**src/rtl/mem_req_ctrl.sv**
```systemverilog
// Request/response memory controller with a one-deep response register,
// DEPTH-word storage, address range checking and saturating access counters.
module mem_req_ctrl #(
  parameter int WIDTH      = 32,
  parameter int DEPTH      = 16,
  parameter int ADDR_WIDTH = 8
) (
  input  logic                  clk,
  input  logic                  rst_n,
  input  logic                  req_valid,
  output logic                  req_ready,
  input  logic                  write_enable,
  input  logic [ADDR_WIDTH-1:0] address,
  input  logic [WIDTH-1:0]      write_data,
  output logic                  rsp_valid,
  input  logic                  rsp_ready,
  output logic [WIDTH-1:0]      read_data,
  output logic                  rsp_err,
  output logic [15:0]           wr_count,
  output logic [15:0]           rd_count
);

  localparam int IDX_W = (DEPTH > 1) ? $clog2(DEPTH) : 1;
  localparam logic [ADDR_WIDTH:0] DEPTH_EXT = (ADDR_WIDTH + 1)'(DEPTH);

  typedef enum logic {
    EMPTY = 1'b0,
    FULL  = 1'b1
  } state_t;

  state_t               state_q;
  logic [WIDTH-1:0]     mem_q [DEPTH];
  logic [WIDTH-1:0]     rdata_q;
  logic                 err_q;
  logic [15:0]          wr_cnt_q;
  logic [15:0]          rd_cnt_q;

  logic                 accept;
  logic                 consume;
  logic                 addr_ok;
  logic [IDX_W-1:0]     idx;

  assign rsp_valid = (state_q == FULL);
  assign req_ready = !rsp_valid || rsp_ready;
  assign accept    = req_valid && req_ready;
  assign consume   = rsp_valid && rsp_ready;
  // Compare one bit wider than the port so DEPTH == 2**ADDR_WIDTH is representable.
  assign addr_ok   = ({1'b0, address} < DEPTH_EXT);
  assign idx       = address[IDX_W-1:0];

  assign read_data = rdata_q;
  assign rsp_err   = err_q;
  assign wr_count  = wr_cnt_q;
  assign rd_count  = rd_cnt_q;

  always_ff @(posedge clk or negedge rst_n) begin
    if (!rst_n) begin
      for (int unsigned i = 0; i < DEPTH; i++) begin
        mem_q[i] <= '0;
      end
    end else if (accept && write_enable && addr_ok) begin
      mem_q[idx] <= write_data;
    end
  end

  always_ff @(posedge clk or negedge rst_n) begin
    if (!rst_n) begin
      state_q  <= EMPTY;
      rdata_q  <= '0;
      err_q    <= 1'b0;
      wr_cnt_q <= '0;
      rd_cnt_q <= '0;
    end else begin
      case (state_q)
        EMPTY: if (accept) state_q <= FULL;
        FULL:  if (consume && !accept) state_q <= EMPTY;
        default: state_q <= EMPTY;
      endcase
      if (accept) begin
        err_q   <= !addr_ok;
        rdata_q <= (addr_ok && !write_enable) ? mem_q[idx] : '0;
        if (addr_ok && write_enable && (wr_cnt_q != 16'hFFFF)) begin
          wr_cnt_q <= wr_cnt_q + 16'd1;
        end
        if (addr_ok && !write_enable && (rd_cnt_q != 16'hFFFF)) begin
          rd_cnt_q <= rd_cnt_q + 16'd1;
        end
      end
    end
  end

endmodule

```
**config.mk**
```make
export PLATFORM = sky130hd
export DESIGN_NAME = mem_req_ctrl
export DESIGN_NICKNAME = d
export VERILOG_FILES = /design/src/rtl/mem_req_ctrl.sv
export SDC_FILE = /design/constraint.sdc
export NUM_CORES = 1
export LEC_CHECK = 0
export BUFFER_PORTS_ARGS = -buffer_cell sky130_fd_sc_hd__buf_2
export CAP_MARGIN = 20
export CORE_MARGIN = 3
export CORE_UTILIZATION = 40
export CTS_BUF_LIST = sky130_fd_sc_hd__clkbuf_4 sky130_fd_sc_hd__clkbuf_8
export DETAILED_ROUTE_END_ITERATION = 8
export SLEW_MARGIN = 20
export SYNTH_ARGS = -nofsm -noshare
export SYNTH_HDL_FRONTEND = slang
export SYNTH_SLANG_ARGS = --single-unit
```
**constraint.sdc**
```tcl
create_clock -name clk -period 2.2 [get_ports clk]
set_input_delay 0.55 -clock clk [delete_from_list [all_inputs] [get_ports clk]]
set_output_delay 0.55 -clock clk [all_outputs]
set_load 0.02 [all_outputs]
```
==> out/results.ini, run 1 <==
[power]
sw_frac_of_total=0.231
ir_worst_vdd_mv=0.411
power.share.clock=0.464
p_int_mw=17.6
finalPower_mw=22.9
power.density_nw_per_um2=734
leakage_nw=15.3
netSwitchingPower_mw=5.29
pwr-share-seq=0.479
comb_power_share=0.057

[grt]
grt_usage=0.205
grt_pass1_vias=16600
grt_pass1_wl_um=104000
grt_overflow=0
antenna_found_initial=3
grt_max_degree=116

[floorplan]
die_w_um=259
core-area_um2=63200
fp-row-count=92
die_area_um2=67200
io_pins=112
start_util=0.406
die_height_um=259

[layout]
syn_to_final_growth_pct=21.6
utilization=0.493
nets=1937
drive_gt1_frac=0.581

[drt]
wirelength_um=67600
drtPass1Iterations=4
ant_nets=0
via_per_inst=5.43
drtIter0Drc=872
vias=15300
avgRoutedWirePerCell_um=24.0
drc=0

[logic_synthesis]
synthCells=1661
synth_area_per_cell_um2=15.4
yosys.area_share.simple=0.0409
yosys_warnings=0
muxShareOfSynthArea=0.352
ys_seq_elements=578
synth_top_family_by_area=multiplexers
synth_compound_area_frac=0.0106
synth.distinct_cells=37
yosysSeqAreaShare=0.564
netlist_area_um2=25600
synth_xor_area_frac=0.00991
syn-num-nets=1708
synth-adder-area-share=0.000976

[timing]
holdWs_ps=276
fin_skew_ps=33.1
fmax_mhz=450
finalHoldViolCount=0
setup_viol_count_final=7
drv_slew=0
post-route-min-period_ps=2220
fin_ws_ps=-22.6
rsz0062_at_grt=true
maxSlewHeadroom=0.562
fin_crit_sh=1.01
tightest_slew_ps=656

[setup_path]
r2r_slack_ps=-20
arrival_ps=2810
crit_start=rsp_valid
cp.required_ps=2790
startpoint_type=register
worstPathMaxFanout=8
end_kind=register
worstReg2RegStart=rsp_valid
crit_type=register to register

[place]
dp.final_hpwl_um=41400
port_buffers=111
gp_congestion=0.770
dp_slack_ps=-644

[clock_network]
cts_tree=built
clk_latency_ps=700
cts_made_buffers=99
clockBufferDepth=3
clockRootBuffer=clkbuf_8
clkTransAtPathRegs_ps=60
cts_htree_levels=3
cts.sinks=578

[flow_run]
max_cap_violations=0

[hold_path]
hold_path.class=primary input to register
hp-start=req_valid

[run_status]
violations=setup timing
outcome=finished, violations left

==> synth_stat cells, drive strengths merged <==
library cell,instances,area (um^2)
and3,3,18.8
and2,3,18.8
nor4b,1,15.0
nor3b,2,20.0
nor2,18,67.6
or4,3,26.3
and4,2,17.5
o21a,2,15.0
mux4,128,2880
nand2,56,210
dfrtp,578,14500
o211ai,1,7.51
clkbuf,71,267
ha,2,25.0
a21oi,1,5.00
inv,4,15.0
nor2b,6,37.5
nand3,82,415
nor4,6,37.5
buf,59,268
mux2,545,6140
or3,1,11.3
nor3,11,60.1
xor2,16,140
xnor2,13,114
nand2b,3,18.8
nand4b,1,8.76
a22oi,32,240
or3b,1,8.76
nand4,9,56.3
o21ai,1,5.00
==> final timing paths <==
path / to / cells after the start
worst max-delay path: mem_q[509] / 10
worst min-delay path: rsp_valid / 3
worst max register to register: mem_q[509] / 10
worst min register to register: read_data[28] / 2
max in group asynchronous: mem_q[230] / 4
min in group asynchronous: mem_q[106] / 3
==> per-layer routing <==
metal	GRT usage	share of wire
met5	0	0
met1	0.278	0.45
met3	0.0372	0.038
met2	0.339	0.49
met4	0.0545	0.020
==> timing repair <==
item,CTS,global route
setup endpoints to repair,122,74
endpoints found under the hold margin,231,0
pin swaps,4,3
hold buffers,1,0
buffers inserted,14,1
gates cloned,2,1
gates resized for setup,12,11
==> layout make-up <==
| type | instances | area [um^2] |
|---|---|---|
| fillers | 5380 | 32000 |
| clock inverters | 21 | 198 |
| diodes | 3 | 7.51 |
| flip-flops and latches | 578 | 14500 |
| repair buffers | 258 | 2500 |
| multi-input cells | 949 | 10900 |
| clock buffers | 162 | 2040 |
| inverters | 4 | 15.0 |
| well taps | 846 | 1060 |
==> through the flow <==
step | cells | instance area (um^2) | TNS, ps
2_1_floorplan | 1661 | 25900 | -64600
3_3_place_gp | 2620 | 28600 | -204960
3_5_place_dp | 2620 | 28600 | -206990
4_1_cts | 2819 | 31100 | -753
5_1_grt | 2819 | 31200 | -3260
6_report | 2821 | 31200 | -53.8
==> cells in the final DEF (no fill, tap or decap), types with 32 or more instances in the layout <==
master | Yosys | routed
dfrtp_1 | 578 | 578
mux2_2 | 540 | 513
clkbuf_8 | 0 | 131
mux4_2 | 128 | 128
buf_2 | 37 | 107
nand3_1 | 81 | 79
buf_4 | 0 | 78
buf_12 | 0 | 57
nand2_1 | 56 | 50
mux2_4 | 0 | 32
a22oi_1 | 32 | 32
==> logic make-up after synthesis <==
family / count (synthesis)
flops: 578
mux: 673
xor+xnor: 29
compound gates: 37
buf+inv: 134
fa+ha+maj: 2
simple gates: 208
==> flip-flops by register name, indices dropped and copies added, names as in the netlist <==
| register | cells |
|---|---|
| read_data | 32 |
| rsp_err | 1 |
| wr_count | 16 |
| rd_count | 16 |
| mem_q | 512 |
| rsp_valid | 1 |
==> power groups by stage <==
stage / logic [mW] / clock network [mW] / registers, mW
global route: 1.42 / 11.4 / 11.0
finish: 1.30 / 10.6 / 11.0
detailed placement: 1.31 / 0 / 11.2
global placement: 1.28 / 0 / 11.1
CTS: 1.32 / 10.9 / 11.0
floorplan: 0.614 / 0 / 11.1
==> critical path: stages, from the launching register on <==
cell and delay, ps:
dfrtp_1 380, nor2b_4 130, inv_2 70, nand3_4 80
or3b_4 420, buf_6 130, nor3_4 180, buf_12 180
buf_16 170, buf_6 110, mux2_4 280
Note: power is estimated with default switching activity, not from simulation.
==> run 2: changes to the inputs <==
- SETUP_SLACK_MARGIN: not set -> 0.2
==> run 2 against run 1 <==
The flow still finishes with violations (setup timing). Via count increased by 4.0%. First-iteration DRC count increased by 18%. Sequential power is essentially flat. Final cell count rose by 1.8%. Non-clock buffer count up 64. Design area rose by 7.9%. Combinational power is 11% higher. Total power rose by 0.46%. Largest power group unchanged.
==> out/results.ini, run 2 (synthesis results as in run 1) <==
[run_status]
outcome=finished, violations left
violations=setup timing

[clock_network]
cts_htree_levels=3  ; unchanged
clockRootBuffer=clkbuf_8
clkTransAtPathRegs_ps=60  ; about the same
clk_latency_ps=700  ; about the same
cts.sinks=578  ; unchanged
cts_tree=built
cts_made_buffers=98  ; -1.0%
clockBufferDepth=3  ; unchanged

[grt]
grt_pass1_vias=17100  ; +2.8%
antenna_found_initial=5  ; +2
grt_pass1_wl_um=107000  ; +3.3%
grt_max_degree=97  ; -16%
grt_overflow=0  ; unchanged
grt_usage=0.211  ; +0.00615

[layout]
syn_to_final_growth_pct=31.2
multi_input_area_um2=11900  ; +8.9%
drive_gt1_frac=0.595  ; +0.0139
seq_area_um2=14500  ; unchanged
nFillCells=5048  ; -6.2%
nets=2000  ; +3.3%
largest_register_ffs=512  ; unchanged
regMostFlops=mem_q
final_common_cell=dfrtp_1
final_cell_mix=dfrtp_1 (578), mux2_2 (289), mux2_4 (256)

[setup_path]
end_kind=register
startpoint_type=primary input
arrival_ps=2790  ; -20 ps
crit_type=primary input to register
cp_num_buf_inv=4  ; -1
slowest_delay_ps=550  ; +130 ps
worstPathMaxFanout=6  ; -2
crit_path_cell_trace=buf_2 > or4_4 > or3_4 > nor3b_4 > buf_6 > nand3_4 > buf_12 > buf_16 > mux2_4
slowest_stage=or4_4
r2r_slack_ps=-20  ; about the same
crit_family=simple AND/OR/NAND/NOR gates
reg2regPathDepth=9  ; -1
reg2reg_to=mem_q[410]
worstReg2RegStart=rsp_valid
cp.required_ps=2770  ; -20 ps

[floorplan]
start_util=0.406  ; unchanged
die_height_um=259  ; unchanged
die_w_um=259  ; unchanged
core-area_um2=63200  ; unchanged
die_area_um2=67200  ; unchanged
fp-row-count=92  ; unchanged
io_pins=112  ; unchanged

[drt]
drtIter0Drc=1032  ; +18%
avgRoutedWirePerCell_um=26.0  ; +8.5%
wirelength_um=74700  ; +10%
ant_nets=0  ; unchanged
vias=15900  ; +4.0%
via_per_inst=5.55  ; +2.1%
drc=0  ; unchanged
drtPass1Iterations=4  ; unchanged

[power]
leakage_nw=16.3  ; +6.0%
power.density_nw_per_um2=683  ; -6.9%
ir_worst_vdd_mv=0.401  ; -2.3%

[timing]
holdWs_ps=260  ; -16.1 ps
fin_skew_ps=25.2  ; -7.81 ps
setup_viol_count_final=28  ; +21
finalHoldViolCount=0  ; unchanged
rsz0062_at_grt=true
fmax_mhz=449  ; -0.18%
post-route-min-period_ps=2230  ; +3.94 ps
drv_slew=0  ; unchanged
maxSlewHeadroom=0.497  ; -0.0651
fin_ws_ps=-26.6  ; -3.94 ps
fin_tns_setup_ps=-213  ; -159 ps
tightest_slew_ps=753  ; +96.1 ps
fin_crit_sh=1.01  ; +0.00179

[place]
port_buffers=111  ; unchanged
gp_congestion=0.760  ; -1.3%
dp.final_hpwl_um=41300  ; -0.22%

[flow_run]
max_cap_violations=0  ; unchanged

[hold_path]
holdPathStages=3  ; unchanged
hp-start=req_valid
whs_endpoint=rsp_valid
hold_path.class=primary input to register

[run 2: cell types whose count changed in the layout (fill, tap and decap cells not counted), sizes merged]
cell	previous run	this run
diode	3	2
clkinv	13	11
clkbuf	163	174
inv	6	5
bufinv	3	4
buf	256	300
[run 2: worst max path at each step]
stage / start / end / slack, ps / cells after the start
after floorplan: address[6] / mem_q[257] / -240 / 6
after global placement: address[7] / mem_q[282] / -490 / 8
after detailed placement: address[6] / mem_q[282] / -510 / 8
after CTS: rsp_valid / mem_q[470] / 40 / 9
after global routing: rsp_valid / mem_q[407] / -70 / 9
final: address[6] / mem_q[261] / -30 / 9
[run 2: power breakdown]
group | internal, mW | switching, mW | leakage, nW | total (mW)
clock network | 6.10 | 4.50 | 1.14 | 10.6
registers | 10.8 | 0.114 | 8.03 | 11.0
logic | 0.634 | 0.805 | 7.08 | 1.44
[run 2: repair_timing]
item | 4_1_cts | 5_1_grt
hold endpoints to repair | 29 | 0
hold buffers | 1 | 0
pin swaps | 7 | 13
setup endpoints to repair | 429 | 522
gates cloned | 20 | 28
setup buffers | 28 | 9
gates resized for setup | 99 | 142
[run 2: final cells by class]
class | count | area share
Clock inverter | 19 | 0.00614
Multi-Input combinational cell | 949 | 0.353
Antenna cell | 2 | 0.000149
Timing Repair Buffer | 322 | 0.121
Inverter | 4 | 0.000446
Sequential cell | 578 | 0.430
Tap cell | 846 | 0.0315
Clock buffer | 153 | 0.0581
[run 2: worst min-delay path, stage by stage]
cell and delay (ps):
buf_2 120, buf_4 140, nand2b_1 100
[run 2: through the flow]
stage / power (mW) / cells / cell area (um^2) / worst slack, ps / util
2_1_floorplan: 11.8 / 1661 / 26400 / -243 / -
6_report: 23.0 / 2873 / 33600 / -26.6 / 0.532
3_3_place_gp: 12.5 / 2613 / 29000 / -491 / 0.459
5_1_grt: 23.9 / 2873 / 33600 / -71.8 / 0.532
3_5_place_dp: 12.5 / 2613 / 29000 / -515 / 0.459
4_1_cts: 23.1 / 2834 / 32400 / 45.0 / 0.512
[run 2: layer usage]
layer / up-vias / wire, um / GRT usage
li1: 6759 / - / -
met1: 8667 / 33400 / 0.290
met2: 382 / 35300 / 0.331
met3: 125 / 3690 / 0.0440
met4: 2 / 2290 / 0.0777
met5: - / 11 / 0
